## config.mk

```make
export PLATFORM = sky130hd
export DESIGN_NAME = apu_note_sequencer_flat
export DESIGN_NICKNAME = d
export VERILOG_FILES = /design/src/rtl/apu_pkg.sv /design/src/rtl/apu_note_sequencer_if.sv /design/src/rtl/apu_cmd_fifo.sv /design/src/rtl/apu_note_sequencer.sv /design/src/flat_wrapper.sv
export SDC_FILE = /design/constraint.sdc
export NUM_CORES = 1
export LEC_CHECK = 0
export BUFFER_PORTS_ARGS = -buffer_cell sky130_fd_sc_hd__buf_2
export CELL_PAD_IN_SITES_DETAIL_PLACEMENT = 1
export CELL_PAD_IN_SITES_GLOBAL_PLACEMENT = 2
export CORE_AREA = 2 2 133 135
export DETAILED_ROUTE_END_ITERATION = 12
export DIE_AREA = 0 0 135 137
export PLACE_DENSITY = 0.67
export SLEW_MARGIN = 25
export SYNTH_ARGS = -nofsm -noshare
export SYNTH_HDL_FRONTEND = slang
export SYNTH_HIERARCHICAL = 1
export SYNTH_SLANG_ARGS = --single-unit
```

## constraint.sdc

```tcl
create_clock -name clk -period 4.1 [get_ports clk]
set_input_delay 0.41 -clock clk [delete_from_list [all_inputs] [get_ports clk]]
set_output_delay 0.41 -clock clk [all_outputs]
set_load 0.05 [all_outputs]
```

## src/rtl/apu_pkg.sv

```systemverilog
// Shared definitions for the APU note path: FSM encoding, command entry layout
// and field widths also used by the oscillator.
package apu_pkg;

    localparam int DIVIDER_W  = 12;
    localparam int DURATION_W = 8;
    localparam int TICK_CNT_W = 9;
    localparam int NOTE_CMD_W = 21;

    // Queue entry layout: {rest, duration[7:0], divider[11:0]}
    localparam int DIV_LSB  = 0;
    localparam int DUR_LSB  = DIV_LSB + DIVIDER_W;
    localparam int REST_BIT = DUR_LSB + DURATION_W;

    localparam logic [1:0] ST_IDLE = 2'd0;
    localparam logic [1:0] ST_LOAD = 2'd1;
    localparam logic [1:0] ST_PLAY = 2'd2;
    localparam logic [1:0] ST_GAP  = 2'd3;

    typedef struct packed {
        logic                  rest;
        logic [DURATION_W-1:0] duration;
        logic [DIVIDER_W-1:0]  divider;
    } note_cmd_t;

    // A duration field of 0 stands for the longest note, 256 ticks.
    function automatic logic [TICK_CNT_W-1:0] note_ticks(input logic [DURATION_W-1:0] dur);
        return (dur == '0) ? TICK_CNT_W'(256) : {1'b0, dur};
    endfunction

endpackage

```

## src/rtl/apu_note_sequencer_if.sv

```systemverilog
// Command bus into the note sequencer.
// A command transfers on a rising clk edge where cmd_valid && cmd_ready; the
// master holds the command fields stable while cmd_valid is high and not yet accepted.
interface apu_note_sequencer_if;
    import apu_pkg::*;

    logic                  cmd_valid;
    logic                  cmd_ready;
    logic [DIVIDER_W-1:0]  cmd_divider;
    logic [DURATION_W-1:0] cmd_duration;
    logic                  cmd_rest;

    modport master (
        output cmd_valid,
        output cmd_divider,
        output cmd_duration,
        output cmd_rest,
        input  cmd_ready
    );

    modport slave (
        input  cmd_valid,
        input  cmd_divider,
        input  cmd_duration,
        input  cmd_rest,
        output cmd_ready
    );

endinterface

```

## src/rtl/apu_cmd_fifo.sv

```systemverilog
// Synchronous FIFO for queued note commands with flush and async active-low reset.
// DEPTH must be a power of two, at least 2.
module apu_cmd_fifo #(
    parameter int DEPTH = 4,
    parameter int WIDTH = 21
) (
    input  logic             clk,
    input  logic             rst_n,
    input  logic             i_push,
    input  logic             i_pop,
    input  logic             i_flush,
    input  logic [WIDTH-1:0] i_data,
    output logic [WIDTH-1:0] o_data,
    output logic             o_full,
    output logic             o_empty
);

    localparam int AW = $clog2(DEPTH);

    logic [WIDTH-1:0] r_mem [DEPTH];
    logic [AW:0]      r_wr_ptr;
    logic [AW:0]      r_rd_ptr;
    logic             w_do_push;
    logic             w_do_pop;

    // Pointers carry one wrap bit so full and empty are distinguishable.
    assign o_empty   = (r_wr_ptr == r_rd_ptr);
    assign o_full    = (r_wr_ptr[AW] != r_rd_ptr[AW]) &&
                       (r_wr_ptr[AW-1:0] == r_rd_ptr[AW-1:0]);
    assign w_do_push = i_push && !o_full && !i_flush;
    assign w_do_pop  = i_pop && !o_empty && !i_flush;
    assign o_data    = r_mem[r_rd_ptr[AW-1:0]];

    always_ff @(posedge clk or negedge rst_n) begin
        if (!rst_n) begin
            r_wr_ptr <= '0;
            r_rd_ptr <= '0;
        end else if (i_flush) begin
            r_wr_ptr <= '0;
            r_rd_ptr <= '0;
        end else begin
            if (w_do_push) r_wr_ptr <= r_wr_ptr + (AW+1)'(1);
            if (w_do_pop)  r_rd_ptr <= r_rd_ptr + (AW+1)'(1);
        end
    end

    always_ff @(posedge clk) begin
        if (w_do_push) r_mem[r_wr_ptr[AW-1:0]] <= i_data;
    end

endmodule

```

## src/rtl/apu_note_sequencer.sv

```systemverilog
// Plays queued note commands back-to-back, driving the sine oscillator's divider,
// phase-restart reset and output gate.
module apu_note_sequencer
    import apu_pkg::*;
#(
    parameter int TICK_DIV   = 50000,
    parameter int FIFO_DEPTH = 4,
    parameter int GAP_TICKS  = 1
) (
    input  logic                 clk,
    input  logic                 rst_n,
    apu_note_sequencer_if.slave  cmd,
    input  logic                 stop,
    output logic [DIVIDER_W-1:0] osc_divider,
    output logic                 osc_rst_n,
    output logic                 gate,
    output logic                 busy,
    output logic                 note_done,
    output logic [1:0]           o_dbg_state
);

    localparam int                PRE_W    = $clog2(TICK_DIV);
    localparam logic [PRE_W-1:0]  PRE_LAST = PRE_W'(TICK_DIV - 1);

    logic [1:0]            r_state;
    logic [PRE_W-1:0]      r_prescale;
    logic [TICK_CNT_W-1:0] r_remaining;
    logic                  r_rest;
    logic [DIVIDER_W-1:0]  r_divider;

    logic                  w_push;
    logic                  w_pop;
    logic                  w_full;
    logic                  w_empty;
    logic [NOTE_CMD_W-1:0] w_push_data;
    logic [NOTE_CMD_W-1:0] w_head_raw;
    note_cmd_t             w_head;
    logic                  w_tick;
    logic                  w_last_tick;
    logic                  w_note_end;

    assign cmd.cmd_ready = !w_full && !stop;
    assign w_push        = cmd.cmd_valid && cmd.cmd_ready;
    assign w_pop         = (r_state == ST_LOAD) && !stop;
    assign w_push_data   = {cmd.cmd_rest, cmd.cmd_duration, cmd.cmd_divider};
    assign w_head        = note_cmd_t'(w_head_raw);

    apu_cmd_fifo #(
        .DEPTH (FIFO_DEPTH),
        .WIDTH (NOTE_CMD_W)
    ) u_fifo (
        .clk     (clk),
        .rst_n   (rst_n),
        .i_push  (w_push),
        .i_pop   (w_pop),
        .i_flush (stop),
        .i_data  (w_push_data),
        .o_data  (w_head_raw),
        .o_full  (w_full),
        .o_empty (w_empty)
    );

    // The same prescaler/tick counter pair times both the note and the gap.
    assign w_tick      = (r_prescale == PRE_LAST);
    assign w_last_tick = w_tick && (r_remaining == TICK_CNT_W'(1));
    assign w_note_end  = (r_state == ST_PLAY) && w_last_tick;

    always_ff @(posedge clk or negedge rst_n) begin
        if (!rst_n) begin
            r_state     <= ST_IDLE;
            r_prescale  <= '0;
            r_remaining <= '0;
            r_rest      <= 1'b0;
            r_divider   <= '0;
        end else if (stop) begin
            r_state     <= ST_IDLE;
            r_prescale  <= '0;
            r_remaining <= '0;
        end else begin
            case (r_state)
                ST_IDLE: begin
                    if (!w_empty) r_state <= ST_LOAD;
                end
                ST_LOAD: begin
                    if (!w_head.rest) r_divider <= w_head.divider;
                    r_rest      <= w_head.rest;
                    r_remaining <= note_ticks(w_head.duration);
                    r_prescale  <= '0;
                    r_state     <= ST_PLAY;
                end
                default: begin
                    r_prescale <= w_tick ? '0 : r_prescale + PRE_W'(1);
                    if (w_tick) r_remaining <= r_remaining - TICK_CNT_W'(1);
                    if (w_last_tick) begin
                        if ((r_state == ST_PLAY) && (GAP_TICKS > 0)) begin
                            r_state     <= ST_GAP;
                            r_remaining <= TICK_CNT_W'(GAP_TICKS);
                        end else begin
                            r_state <= w_empty ? ST_IDLE : ST_LOAD;
                        end
                    end
                end
            endcase
        end
    end

    // Rest notes hold the oscillator in reset so it stays silent at phase 0.
    assign osc_divider = r_divider;
    assign gate        = (r_state == ST_PLAY) && !r_rest;
    assign osc_rst_n   = (r_state == ST_PLAY) && !r_rest;
    assign note_done   = w_note_end && !stop;
    assign busy        = (r_state != ST_IDLE) || !w_empty;
    assign o_dbg_state = r_state;

endmodule

```

## src/flat_wrapper.sv

```systemverilog
// flat-port wrapper written by rule: the top's interface ports become plain ports
module apu_note_sequencer_flat import apu_pkg::*;
#(
    parameter int TICK_DIV   = 50000,
    parameter int FIFO_DEPTH = 4,
    parameter int GAP_TICKS  = 1
)
  (clk, rst_n, stop, osc_divider, osc_rst_n, gate, busy, note_done, o_dbg_state, cmd_cmd_valid, cmd_cmd_divider, cmd_cmd_duration, cmd_cmd_rest, cmd_cmd_ready);
  apu_note_sequencer_if cmd_i ();
  input  logic clk;
  input  logic rst_n;
  input  logic stop;
  output logic [DIVIDER_W-1:0] osc_divider;
  output logic osc_rst_n;
  output logic gate;
  output logic busy;
  output logic note_done;
  output logic [1:0] o_dbg_state;
  input wire logic [$bits(cmd_i.cmd_valid)-1:0] cmd_cmd_valid;
  input wire logic [$bits(cmd_i.cmd_divider)-1:0] cmd_cmd_divider;
  input wire logic [$bits(cmd_i.cmd_duration)-1:0] cmd_cmd_duration;
  input wire logic [$bits(cmd_i.cmd_rest)-1:0] cmd_cmd_rest;
  output wire logic [$bits(cmd_i.cmd_ready)-1:0] cmd_cmd_ready;
  assign cmd_i.cmd_valid = cmd_cmd_valid;
  assign cmd_i.cmd_divider = cmd_cmd_divider;
  assign cmd_i.cmd_duration = cmd_cmd_duration;
  assign cmd_i.cmd_rest = cmd_cmd_rest;
  assign cmd_cmd_ready = cmd_i.cmd_ready;
  apu_note_sequencer #(.TICK_DIV(TICK_DIV), .FIFO_DEPTH(FIFO_DEPTH), .GAP_TICKS(GAP_TICKS)) u_core (.clk(clk), .rst_n(rst_n), .cmd(cmd_i), .stop(stop), .osc_divider(osc_divider), .osc_rst_n(osc_rst_n), .gate(gate), .busy(busy), .note_done(note_done), .o_dbg_state(o_dbg_state));
endmodule
```

==> results.cfg <==
[global_route]
met1_usage = 0.219
grt_pass1_wl_mm = 22.9
grtUsageMet2 = 0.272
grt_pass1_vias = 4098
grt_max_degree = 32
grtUsageTotal = 0.165
grt_overflow = 0
grt-busiest-layer = met2
antenna_found_initial = 1
grtUsageMet3 = 0.0370

[floorplanning]
die_x_um = 135
fp.dieH_um = 137
core_um2 = 17100
initial_core_util = 0.346
die_area_um2 = 18500
ios = 44
num_rows = 48

[hold_path]
min_from = cmd_cmd_divider[7]
min_path_type = in -> reg
worstHoldEndpoint = u_core/u_fifo/r_mem[2][7]$_DFFE_PP_
whs_path_depth = 1

[cts]
cts_tree = done
clk_path_buf_depth = 2
cts_buffers = 17
clkLatencyLatePin_ns = 0.43
clock-root-buffer = clkbuf_16
htree_levels = 4
clk_transition_reported_paths_ns = 0.07
cts_sinks = 130

[synth]
synth_common_cells = 84 x edfxtp_1, 46 x dfrtp_1, 25 x o21ai_0
synth_edf_count = 84
yosysMostFrequentCell = edfxtp_1
netlist.area_leader.share = 0.427
synth_nets = 462
synthCells = 426
syn_avg_cell_area_um2 = 13.9
yosysSeqAreaShare = 0.622
synthesis.area_um2 = 5900
yosysTopAreaCell = edfxtp_1
synthFlopType = edfxtp_1
synthDistinctLibCells = 59
synth.area.top_cells = edfxtp_1 43%, dfrtp_1 19%, mux4_2 8.0%
yosysWarnings = 6
synth_seq_cells = 130
async_flop_share = 0.354

[worst_setup_path]
crit_fanout = 6
endpoint_kind = output port
r2r_start = u_core/u_fifo/r_rd_ptr[1]$_DFFE_PN0P_
rr_worst_depth = 9
worstPathRequired_ns = 3.69
reg2reg_to = u_core/u_fifo/r_mem[1][6]$_DFFE_PP_
critPathLaunchType = flop
rrSetupSlack_ns = 1.32
crit_arrival_ns = 2.95
path_class = reg -> out

[place]
placed_area_um2 = 6400
dpl_worst_slack_ns = 1.16
portBuffers = 43
gp_congestion = 0.755
hpwl_mm = 9.12
placed_cells = 685

[routing]
wl_mm = 14.2
ant_nets = 0
first_iter_violations = 244
wire_per_inst_um = 19.7
firstDrtPassIters = 4
drc = 0
vias_per_cell = 5.26
vias = 3780

[sta]
hold_viol_final = 0
max_slew.worst_pin.slew_ns = 0.968
fmax_mhz = 298
setup_viol = 0
rsz0062_at_grt = no
slew_headroom = 0.352
layout_setup_ws_ns = 0.739
fin_skew_ns = 0.0126
drv_slew = 0
period_minus_slack_ns = 3.36
fin_crit_sh = 0.820
tns_ns = 0

[power]
power_frac_clock = 0.363
irDropWorstVdd_mv = 0.442
p_sw_uw = 1540
combPwrFrac = 0.265
switching_share = 0.357
power.leakage_uw = 0.00256
p_per_area_nw_per_um2 = 614
intPower_uw = 2770
pwr-share-seq = 0.372

[status]
status = completed

[final_layout]
area_growth_pct = 19.0
final_nets = 516
final_area_um2 = 7020
diodes = 0
instances_no_fill = 718
drive_gt1_frac = 0.262

[flow_run]
drv_cap = 0
-- layout make-up --
| type | instances | area, µm² |
|---|---|---|
| sequential | 130 | 3670 |
| tap | 225 | 282 |
| clock inverter | 15 | 189 |
| inverter | 16 | 60.1 |
| fill | 1819 | 10000 |
| timing repair buffer | 55 | 308 |
| clock buffer | 17 | 425 |
| multi-input combinational | 260 | 2090 |
-- cells by family (layout without fill, tap and decap cells) --
group,Yosys count,in the layout,synth area share
buffers and inverters,36,103,0.0259
DFF,130,130,0.622
xor gates and xnor gates,10,10,0.0174
adders and majority gates,11,11,0.0233
AOI/OAI and AO/OA,78,78,0.0807
muxes,40,40,0.115
and+or+nand+nor,121,121,0.115
-- layer usage --
metal,routed length [µm],part of all wire
met3,520,0.037
met5,7,0.00049
met2,6990,0.49
met4,157,0.011
met1,6490,0.46
-- state kept, by name (all words and copies together) (netlist names) --
signal	cells
u_core/osc_divider	12
u_core/o_dbg_state	2
u_core/r_remaining	9
u_core/r_rest	1
u_core/r_prescale	16
u_core/u_fifo/r_mem	84
u_core/u_fifo/r_rd_ptr	3
u_core/u_fifo/r_wr_ptr	3
-- stage by stage --
stage                     power (µW)   util  hold slack [ns]
after floorplan                 2480      -            0.114
after global routing            4520  0.412            0.193
final                           4310  0.412            0.196
after detailed placement        2780  0.375            0.406
after CTS                       4360  0.412            0.178
after global placement          2770  0.375            0.402
-- cell usage in the layout (no fill, tap or decap), types with 4 or more instances in the layout --
cell type / instances
edfxtp_1: 84
dfrtp_1: 45
buf_2: 43
o21ai_0: 25
nand2_1: 24
mux4_2: 21
nor2_1: 20
a21oi_1: 19
clkbuf_16: 17
inv_1: 16
mux2_2: 14
nand3_1: 12
ha_1: 11
buf_4: 11
nor3_1: 9
and3_1: 8
nor2b_1: 6
nand4_1: 6
xor2_1: 6
inv_6: 5
nor4_1: 5
o21ai_1: 5
mux2i_1: 5
clkinv_8: 4
or3_1: 4
nand2b_1: 4
a31oi_1: 4
-- power groups by stage --
stage	registers [µW]	clock network [µW]	logic, µW
floorplan	1840	0	633
global placement	1620	0	1150
detailed placement	1630	0	1150
CTS	1600	1600	1160
global route	1620	1650	1250
finish	1600	1570	1140
-- critical path, cell delays in order (launching register included) --
cell and delay (ns):
dfrtp_1 0.45, or4b_1 0.56, nor4_1 0.80, and2_1 0.30, nor2b_1 0.15, buf_2 0.27
-- repair_timing --
action,4_1_cts,5_1_grt
hold endpoints to repair,15,0
hold buffers,1,0
resized for setup,0,0
setup buffers,0,0
-- worst max-delay path by stage --
stage	startpoint	endpoint	slack [ns]
6_report	u_core/r_prescale[11]$_DFFE_PN0P_	note_done	0.74
5_1_grt	u_core/r_prescale[11]$_DFFE_PN0P_	note_done	0.63
4_1_cts	u_core/r_prescale[11]$_DFFE_PN0P_	note_done	0.69
3_5_place_dp	u_core/r_prescale[11]$_DFFE_PN0P_	note_done	1.16
3_3_place_gp	u_core/r_prescale[11]$_DFFE_PN0P_	note_done	1.29
2_1_floorplan	u_core/u_fifo/r_rd_ptr[1]$_DFFE_PN0P_	u_core/u_fifo/r_mem[0][0]$_DFFE_PP_	1.02
Power figures use the tool's default switching activity.
